--- src/rtl/spi_pkg.sv ---
// Shared SPI definitions: mode encoding, sample-edge selection and word-width helpers.
package spi_pkg;

  // Widest word any SPI block in this family handles.
  localparam int SPI_MAX_WORD_WIDTH = 64;

  // Width of a counter able to hold 0..SPI_MAX_WORD_WIDTH.
  localparam int SPI_CNT_WIDTH = $clog2(SPI_MAX_WORD_WIDTH + 1);

  typedef enum logic [1:0] {
    SPI_MODE0 = 2'd0,
    SPI_MODE1 = 2'd1,
    SPI_MODE2 = 2'd2,
    SPI_MODE3 = 2'd3
  } spi_mode_t;

  // Modes 0 and 3 sample on rising sclk, modes 1 and 2 on falling sclk.
  function automatic logic spi_sample_on_rise(spi_mode_t mode);
    return (mode == SPI_MODE0) || (mode == SPI_MODE3);
  endfunction

  // Requested width 0 or wider than max_w means "use max_w".
  function automatic logic [SPI_CNT_WIDTH-1:0] spi_eff_width(logic [5:0] req, int unsigned max_w);
    if ((req == 6'd0) || (32'(req) > max_w)) begin
      return SPI_CNT_WIDTH'(max_w);
    end
    return SPI_CNT_WIDTH'(req);
  endfunction

endpackage

--- src/rtl/spi_sync.sv ---
// Two-flop synchronizer bank with a per-bit reset value; all bits see identical delay.
module spi_sync #(
  parameter int               WIDTH     = 1,
  parameter logic [WIDTH-1:0] RESET_VAL = '0
) (
  input  logic             clk_i,
  input  logic             rst_ni,
  input  logic [WIDTH-1:0] d_i,
  output logic [WIDTH-1:0] q_o
);

  logic [WIDTH-1:0] meta_q;
  logic [WIDTH-1:0] sync_q;

  // Two register stages to resolve metastability on asynchronous inputs.
  always_ff @(posedge clk_i or negedge rst_ni) begin
    if (!rst_ni) begin
      meta_q <= RESET_VAL;
      sync_q <= RESET_VAL;
    end else begin
      meta_q <= d_i;
      sync_q <= meta_q;
    end
  end

  assign q_o = sync_q;

endmodule

--- src/rtl/spi_rx.sv ---
// SPI receiver: oversamples sclk/rxd/cs_n in the clk domain and emits words on AXI-Stream.
module spi_rx
  import spi_pkg::*;
#(
  parameter int AXIS_DATA_WIDTH = 8
) (
  input  logic                       clk,
  input  logic                       rst_n,
  input  logic                       sclk,
  input  logic                       rxd,
  input  logic                       cs_n,
  input  logic [1:0]                 spi_mode,
  input  logic [5:0]                 spi_word_width,
  output logic [AXIS_DATA_WIDTH-1:0] m_axis_tdata,
  output logic                       m_axis_tvalid,
  input  logic                       m_axis_tready,
  output logic                       busy,
  output logic                       overrun,
  output logic                       frame_error
);

  localparam int AW = AXIS_DATA_WIDTH;
  localparam int CW = SPI_CNT_WIDTH;

  localparam logic ST_IDLE = 1'b0;
  localparam logic ST_RECV = 1'b1;

  // Synchronized copies of the asynchronous SPI pins.
  logic [2:0] pins_async;
  logic [2:0] pins_sync;
  logic       sclk_s;
  logic       rxd_s;
  logic       cs_n_s;

  assign pins_async = {sclk, rxd, cs_n};

  // sclk and rxd share one bank so their delays match; cs_n resets to inactive.
  spi_sync #(
    .WIDTH    (3),
    .RESET_VAL(3'b001)
  ) u_sync (
    .clk_i (clk),
    .rst_ni(rst_n),
    .d_i   (pins_async),
    .q_o   (pins_sync)
  );

  assign sclk_s = pins_sync[2];
  assign rxd_s  = pins_sync[1];
  assign cs_n_s = pins_sync[0];

  // Edge-detection front end.
  logic       sclk_prev_q;
  logic [1:0] warmup_q;
  logic       edge_q;
  logic       bit_q;
  logic       sample_edge;

  // Pick the mode's sampling edge; suppressed until the warmup counter saturates.
  always_comb begin
    sample_edge = 1'b0;
    if (warmup_q == 2'd3) begin
      if (spi_sample_on_rise(spi_mode_t'(spi_mode))) begin
        sample_edge = sclk_s & ~sclk_prev_q;
      end else begin
        sample_edge = ~sclk_s & sclk_prev_q;
      end
    end
  end

  // Register the edge strobe together with the data bit seen at that edge.
  always_ff @(posedge clk or negedge rst_n) begin
    if (!rst_n) begin
      sclk_prev_q <= 1'b0;
      warmup_q    <= 2'd0;
      edge_q      <= 1'b0;
      bit_q       <= 1'b0;
    end else begin
      sclk_prev_q <= sclk_s;
      warmup_q    <= (warmup_q == 2'd3) ? 2'd3 : warmup_q + 2'd1;
      edge_q      <= sample_edge;
      bit_q       <= rxd_s;
    end
  end

  // Framing, deserialization and output-hold state.
  logic          state_q,       state_d;
  logic [CW-1:0] bit_cnt_q,     bit_cnt_d;
  logic [CW-1:0] width_q,       width_d;
  logic [AW-1:0] shift_q,       shift_d;
  logic [AW-1:0] tdata_q,       tdata_d;
  logic          tvalid_q,      tvalid_d;
  logic          overrun_q,     overrun_d;
  logic          frame_error_q, frame_error_d;

  logic [AW-1:0] shift_next;
  logic [CW-1:0] width_req;
  logic          word_done;
  logic          handshake;

  // Next-state logic: shift bits in, complete words, and arbitrate the single output slot.
  always_comb begin
    state_d       = state_q;
    bit_cnt_d     = bit_cnt_q;
    width_d       = width_q;
    shift_d       = shift_q;
    tdata_d       = tdata_q;
    tvalid_d      = tvalid_q;
    overrun_d     = 1'b0;
    frame_error_d = 1'b0;
    word_done     = 1'b0;

    // Shift register is cleared at every word boundary, so this is already zero-extended.
    shift_next = (shift_q << 1) | AW'(bit_q);
    width_req  = spi_eff_width(spi_word_width, AW);
    handshake  = tvalid_q & m_axis_tready;

    if (handshake) begin
      tvalid_d = 1'b0;
    end

    case (state_q)
      ST_IDLE: begin
        if (!cs_n_s) begin
          state_d   = ST_RECV;
          width_d   = width_req;
          bit_cnt_d = '0;
          shift_d   = '0;
        end
      end
      ST_RECV: begin
        if (cs_n_s) begin
          // Frame ended; any partial word is thrown away.
          state_d       = ST_IDLE;
          bit_cnt_d     = '0;
          shift_d       = '0;
          frame_error_d = (bit_cnt_q != '0);
        end else if (edge_q) begin
          if ((bit_cnt_q + CW'(1)) == width_q) begin
            word_done = 1'b1;
            bit_cnt_d = '0;
            shift_d   = '0;
            width_d   = width_req;
          end else begin
            bit_cnt_d = bit_cnt_q + CW'(1);
            shift_d   = shift_next;
          end
        end
      end
      default: state_d = ST_IDLE;
    endcase

    // A free slot (or one emptied this cycle) takes the new word; otherwise it is dropped.
    if (word_done) begin
      if (!tvalid_q || m_axis_tready) begin
        tdata_d  = shift_next;
        tvalid_d = 1'b1;
      end else begin
        overrun_d = 1'b1;
      end
    end
  end

  // State registers; width defaults to the full tdata width out of reset.
  always_ff @(posedge clk or negedge rst_n) begin
    if (!rst_n) begin
      state_q       <= ST_IDLE;
      bit_cnt_q     <= '0;
      width_q       <= CW'(AW);
      shift_q       <= '0;
      tdata_q       <= '0;
      tvalid_q      <= 1'b0;
      overrun_q     <= 1'b0;
      frame_error_q <= 1'b0;
    end else begin
      state_q       <= state_d;
      bit_cnt_q     <= bit_cnt_d;
      width_q       <= width_d;
      shift_q       <= shift_d;
      tdata_q       <= tdata_d;
      tvalid_q      <= tvalid_d;
      overrun_q     <= overrun_d;
      frame_error_q <= frame_error_d;
    end
  end

  assign m_axis_tdata  = tdata_q;
  assign m_axis_tvalid = tvalid_q;
  assign busy          = (state_q == ST_RECV);
  assign overrun       = overrun_q;
  assign frame_error   = frame_error_q;

endmodule

--- config.mk ---
export PLATFORM = sky130hd
export DESIGN_NAME = spi_rx
export DESIGN_NICKNAME = d
export VERILOG_FILES = /design/src/rtl/spi_pkg.sv /design/src/rtl/spi_sync.sv /design/src/rtl/spi_rx.sv
export SDC_FILE = /design/constraint.sdc
export NUM_CORES = 1
export LEC_CHECK = 0
export CAP_MARGIN = 5
export CORE_ASPECT_RATIO = 1.75
export CORE_MARGIN = 5
export CORE_UTILIZATION = 58
export DETAILED_ROUTE_END_ITERATION = 6
export GPL_TIMING_DRIVEN = 0
export PLACE_DENSITY_LB_ADDON = 0.3
export SLEW_MARGIN = 15
export SYNTH_ARGS = -nofsm -noshare
export SYNTH_HDL_FRONTEND = slang
export SYNTH_SLANG_ARGS = --single-unit
--- constraint.sdc ---
create_clock -name clk -period 3.1 [get_ports clk]
set_input_delay 0.62 -clock clk [delete_from_list [all_inputs] [get_ports clk]]
set_output_delay 0.62 -clock clk [all_outputs]
set_load 0.01 [all_outputs]
==> impl_results.md <==
- Worst hold margin: ~0.21 ns
- Net Sw Frac: between 20% and 30%
- Horiz. Die Dim: 53.8 um
- Yosys warnings: 0
- Post-detail-place hpwl: 2820 um
- Fin. Hold Viols: 0
- Crit path time final: 2.37 ns
- Synth-to-layout area growth: 22.3%
- Net Sw Power: around 0.24 mW
- CP Depth: 6
- Boundary pin count: 26
- Register area share after synthesis: 55.4%
- Final GP Congestion: approximately 0.89
- Area of the core: about 0.0033 mm^2
- Max-Cap Viols: 0
- Row cnt: 28
- Vias per inst: around 5.8
- Leakage Power: roughly 1.1 nW
- Total Routing Usage GR: between 10% and 20%
- R2r worst-path depth: 6
- Logic pwr share: about 7%
- Mapped Area: 0.00195 mm^2
- ANT nets after route: 0
- Post-synth net total: roughly 180
- Antenna violations before repair: 0
- Die Y: 86.7 um
- Seq pwr share: a little over half
- Max Fclk: ~0.42 GHz
- RSZ-0062 raised after global routing: false
- Outcome: finished, final reports clean
- Max-slew violation count: 0
- Count of different cell masters after synthesis: 45
- Vias in the first global route: around 1500
- Total detailed-routing wirelength: about 3700 um
- CP required: around 3.3 ns
- Setup TNS: 0 ns
- RR Startpoint: bit_cnt_q[0]
- Flop2flop setup slack: about 0.73 ns
- Grt peak-use layer: met2
- Int Power: ~0.85 mW
- Synth Instances: 160
- Synthesized area per cell: between 10 and 15 um^2
- Setup crit end: m_axis_tdata[1]
- PD cells: 456 mW/mm^2
- Critical-path maximum fanout: 8
- Cell family with most CP delay: flip-flops
- CTS clk-pin slew, worst paths: roughly 0.080 ns
- Critical Path Max Stage Delay: between 0.4 and 0.5 ns
- Met1 Track Usage GR: between 20% and 30%
- Root Buffer: clkbuf_8
- Dominant synthesized flop cell: dfrtp_1
- Initial drt markers: 53
- Ant diodes: 0
- Post-synth EDFFs: 0
- Setup CP Type: reg2reg
- Layout cells sized above 1: around 17%
- Met3 usage: a little under 4%
- Synth Register Bits: 43
- Clk_skew: between 0.005 and 0.006 ns
- Clock share of power: 39.4%
- Crit-path slowest cell: dfrtp_1
- Die area: 0.00466 mm^2
- Initial Utilization: 58.5%
- First-pass GRT wire length: 6550 um
- # setup viols final: 0
- CTS H-tree depth: 2
- Routed wire per std cell: between 15 and 20 um
- Clock Latency Late Sink: around 0.29 ns
- Postcts setup bufs: 0
- Critical path arrival: between 2 and 3 ns
- Placed Instance Area: approximately 0.0023 mm^2
- DRC viols: 0
- Largest net degree at the start of global routing: 31
- Aggregate global routing overflow: 0
- Slew margin rel.: between 60% and 70%
- Worst Hold Class: in2async
- CTS tree: done
- Post-cts resize count: 0
- Ys async rst share: between 90% and 100%
- Nets: around 210
- Hold Buf Count CTS: 0
- DR pass1 iterations: 4
- Startpoint types: flop
- Peak VDD IR: around 470 uV
- Met2 Usage GRT: a little under a third
- Reg-to-reg critical path endpoint: m_axis_tdata[1]
- Vias after detailed routing: about 1400
- PortBufs: 25
- CP cell instances: ha_1 > xor3_1 > nor3_2 > o211a_4 > nand4_4 > mux2_2
- Buf+Inv Stages, Crit Path: 0
- Clock Tree Buf Depth: 2
- CTS Sinks: 43
- Pin slew with the least headroom to its limit: ~0.58 ns
- Design area: 0.00238 mm^2
- Worst Setup End Kind: flop
- Period Utilization, post-route: 76.4%
- Crit path launch: bit_cnt_q[0]
- TritonCTS buffer count: 5
[kinds of logic (layout without fill, tap and decap cells)]
group,Yosys count,count (layout),share of synthesized area [%]
and+or+nand+nor,48,48,15.1
AOI/OAI and AO/OA,35,35,14.3
muxes,12,12,6.74
buffers and inverters,13,47,3.21
adders and majority gates,2,2,1.28
xor gates and xnor gates,7,7,3.92
DFF,43,43,55.4
[synth_stat cells (2+ instances only)]
cell / n / area (um^2)
xnor2_1: 2 / 17.5
o21ai_0: 7 / 35.0
inv_1: 8 / 30.0
nand2_1: 12 / 45.0
ha_1: 2 / 25.0
dfrtp_1: 40 / 1000
nand2b_1: 8 / 50.1
a22o_1: 7 / 61.3
nor3b_1: 2 / 15.0
buf_2: 2 / 10.0
a31oi_1: 3 / 18.8
nor4_1: 2 / 12.5
nor2_1: 3 / 11.3
o31ai_1: 3 / 22.5
and3_1: 5 / 31.3
o211ai_1: 2 / 15.0
mux2i_1: 3 / 30.0
a21o_1: 3 / 22.5
xor2_1: 4 / 35.0
nand3_2: 2 / 20.0
a221oi_1: 3 / 26.3
dfstp_2: 3 / 78.8
mux2_2: 9 / 101
and2_1: 4 / 25.0
[flip-flops by register name (all words and copies together) (netlist names), 2 cells and up]
signal / cells
width_q: 6
u_sync.q_o: 3
warmup_q: 2
m_axis_tdata: 8
shift_q: 7
bit_cnt_q: 7
u_sync.meta_q: 3
[routing by layer]
layer | vias to the layer above | part of all wire [%]
met4 | 0 | 3.2
met2 | 49 | 54
li1 | 643 | -
met5 | - | 0
met1 | 674 | 39
met3 | 10 | 4.0
[stage by stage]
step / utilization (%) / setup slack, ns / cells / power, mW
4_1_cts: 71.6 / 0.717 / 239 / 1.09
6_report: 71.6 / 0.732 / 239 / 1.09
5_1_grt: 71.6 / 0.537 / 239 / 1.13
2_1_floorplan: - / 0.999 / 160 / 0.626
3_5_place_dp: 68.2 / 0.732 / 231 / 0.670
3_3_place_gp: 67.7 / 0.435 / 230 / 0.664
[power groups by stage]
| stage | Combinational, mW | Sequential, mW | Clock, mW |
|---|---|---|---|
| 3_5_place_dp | 0.0748 | 0.596 | 0 |
| 2_1_floorplan | 0.0328 | 0.594 | 0 |
| 4_1_cts | 0.0753 | 0.585 | 0.434 |
| 3_3_place_gp | 0.0697 | 0.594 | 0 |
| 6_report | 0.0739 | 0.584 | 0.428 |
| 5_1_grt | 0.0824 | 0.587 | 0.458 |
[cell usage in the layout (no fill, tap or decap), drive strengths merged, types with 2 or more instances in the layout]
| cell type | count |
|---|---|
| dfrtp | 40 |
| a21o | 3 |
| clkbuf | 6 |
| nor3b | 2 |
| xor2 | 4 |
| and2 | 4 |
| clkinv | 2 |
| dfstp | 3 |
| nand2b | 8 |
| o31ai | 3 |
| and3 | 5 |
| mux2i | 3 |
| xnor2 | 2 |
| nor4 | 2 |
| inv | 8 |
| o21ai | 7 |
| nand2 | 12 |
| o211ai | 2 |
| nor3 | 2 |
| clkdlybuf4s50 | 24 |
| buf | 6 |
| a221oi | 3 |
| a31oi | 4 |
| mux2 | 9 |
| nor2 | 3 |
| a22o | 7 |
| ha | 2 |
| nand3 | 3 |
[worst reg2reg max path: stages (launching register included)]
cell     delay [ns]
dfrtp_1        0.47
ha_1           0.30
xor3_1         0.46
nor3_2         0.24
o211a_4        0.26
nand4_4        0.20
mux2_2         0.32
[layout make-up]
cell class	count	area [um^2]
Inverter	8	30.0
Clock inverter	3	43.8
Multi-Input combinational cell	104	806
Tap cell	45	56.3
Sequential cell	43	1080
Clock buffer	5	68.8
Buffer	5	32.5
Fill cell	234	946
Timing Repair Buffer	26	265
[worst min-delay path by stage]
stage                     to  cells after the start
3_3_place_gp           bit_q                      0
6_report        bit_cnt_q[3]                      1
4_1_cts         bit_cnt_q[5]                      1
3_5_place_dp   u_sync.q_o[1]                      0
2_1_floorplan   bit_cnt_q[0]                      0
5_1_grt          frame_error                      1
Note: power is estimated with default switching activity, not from simulation.
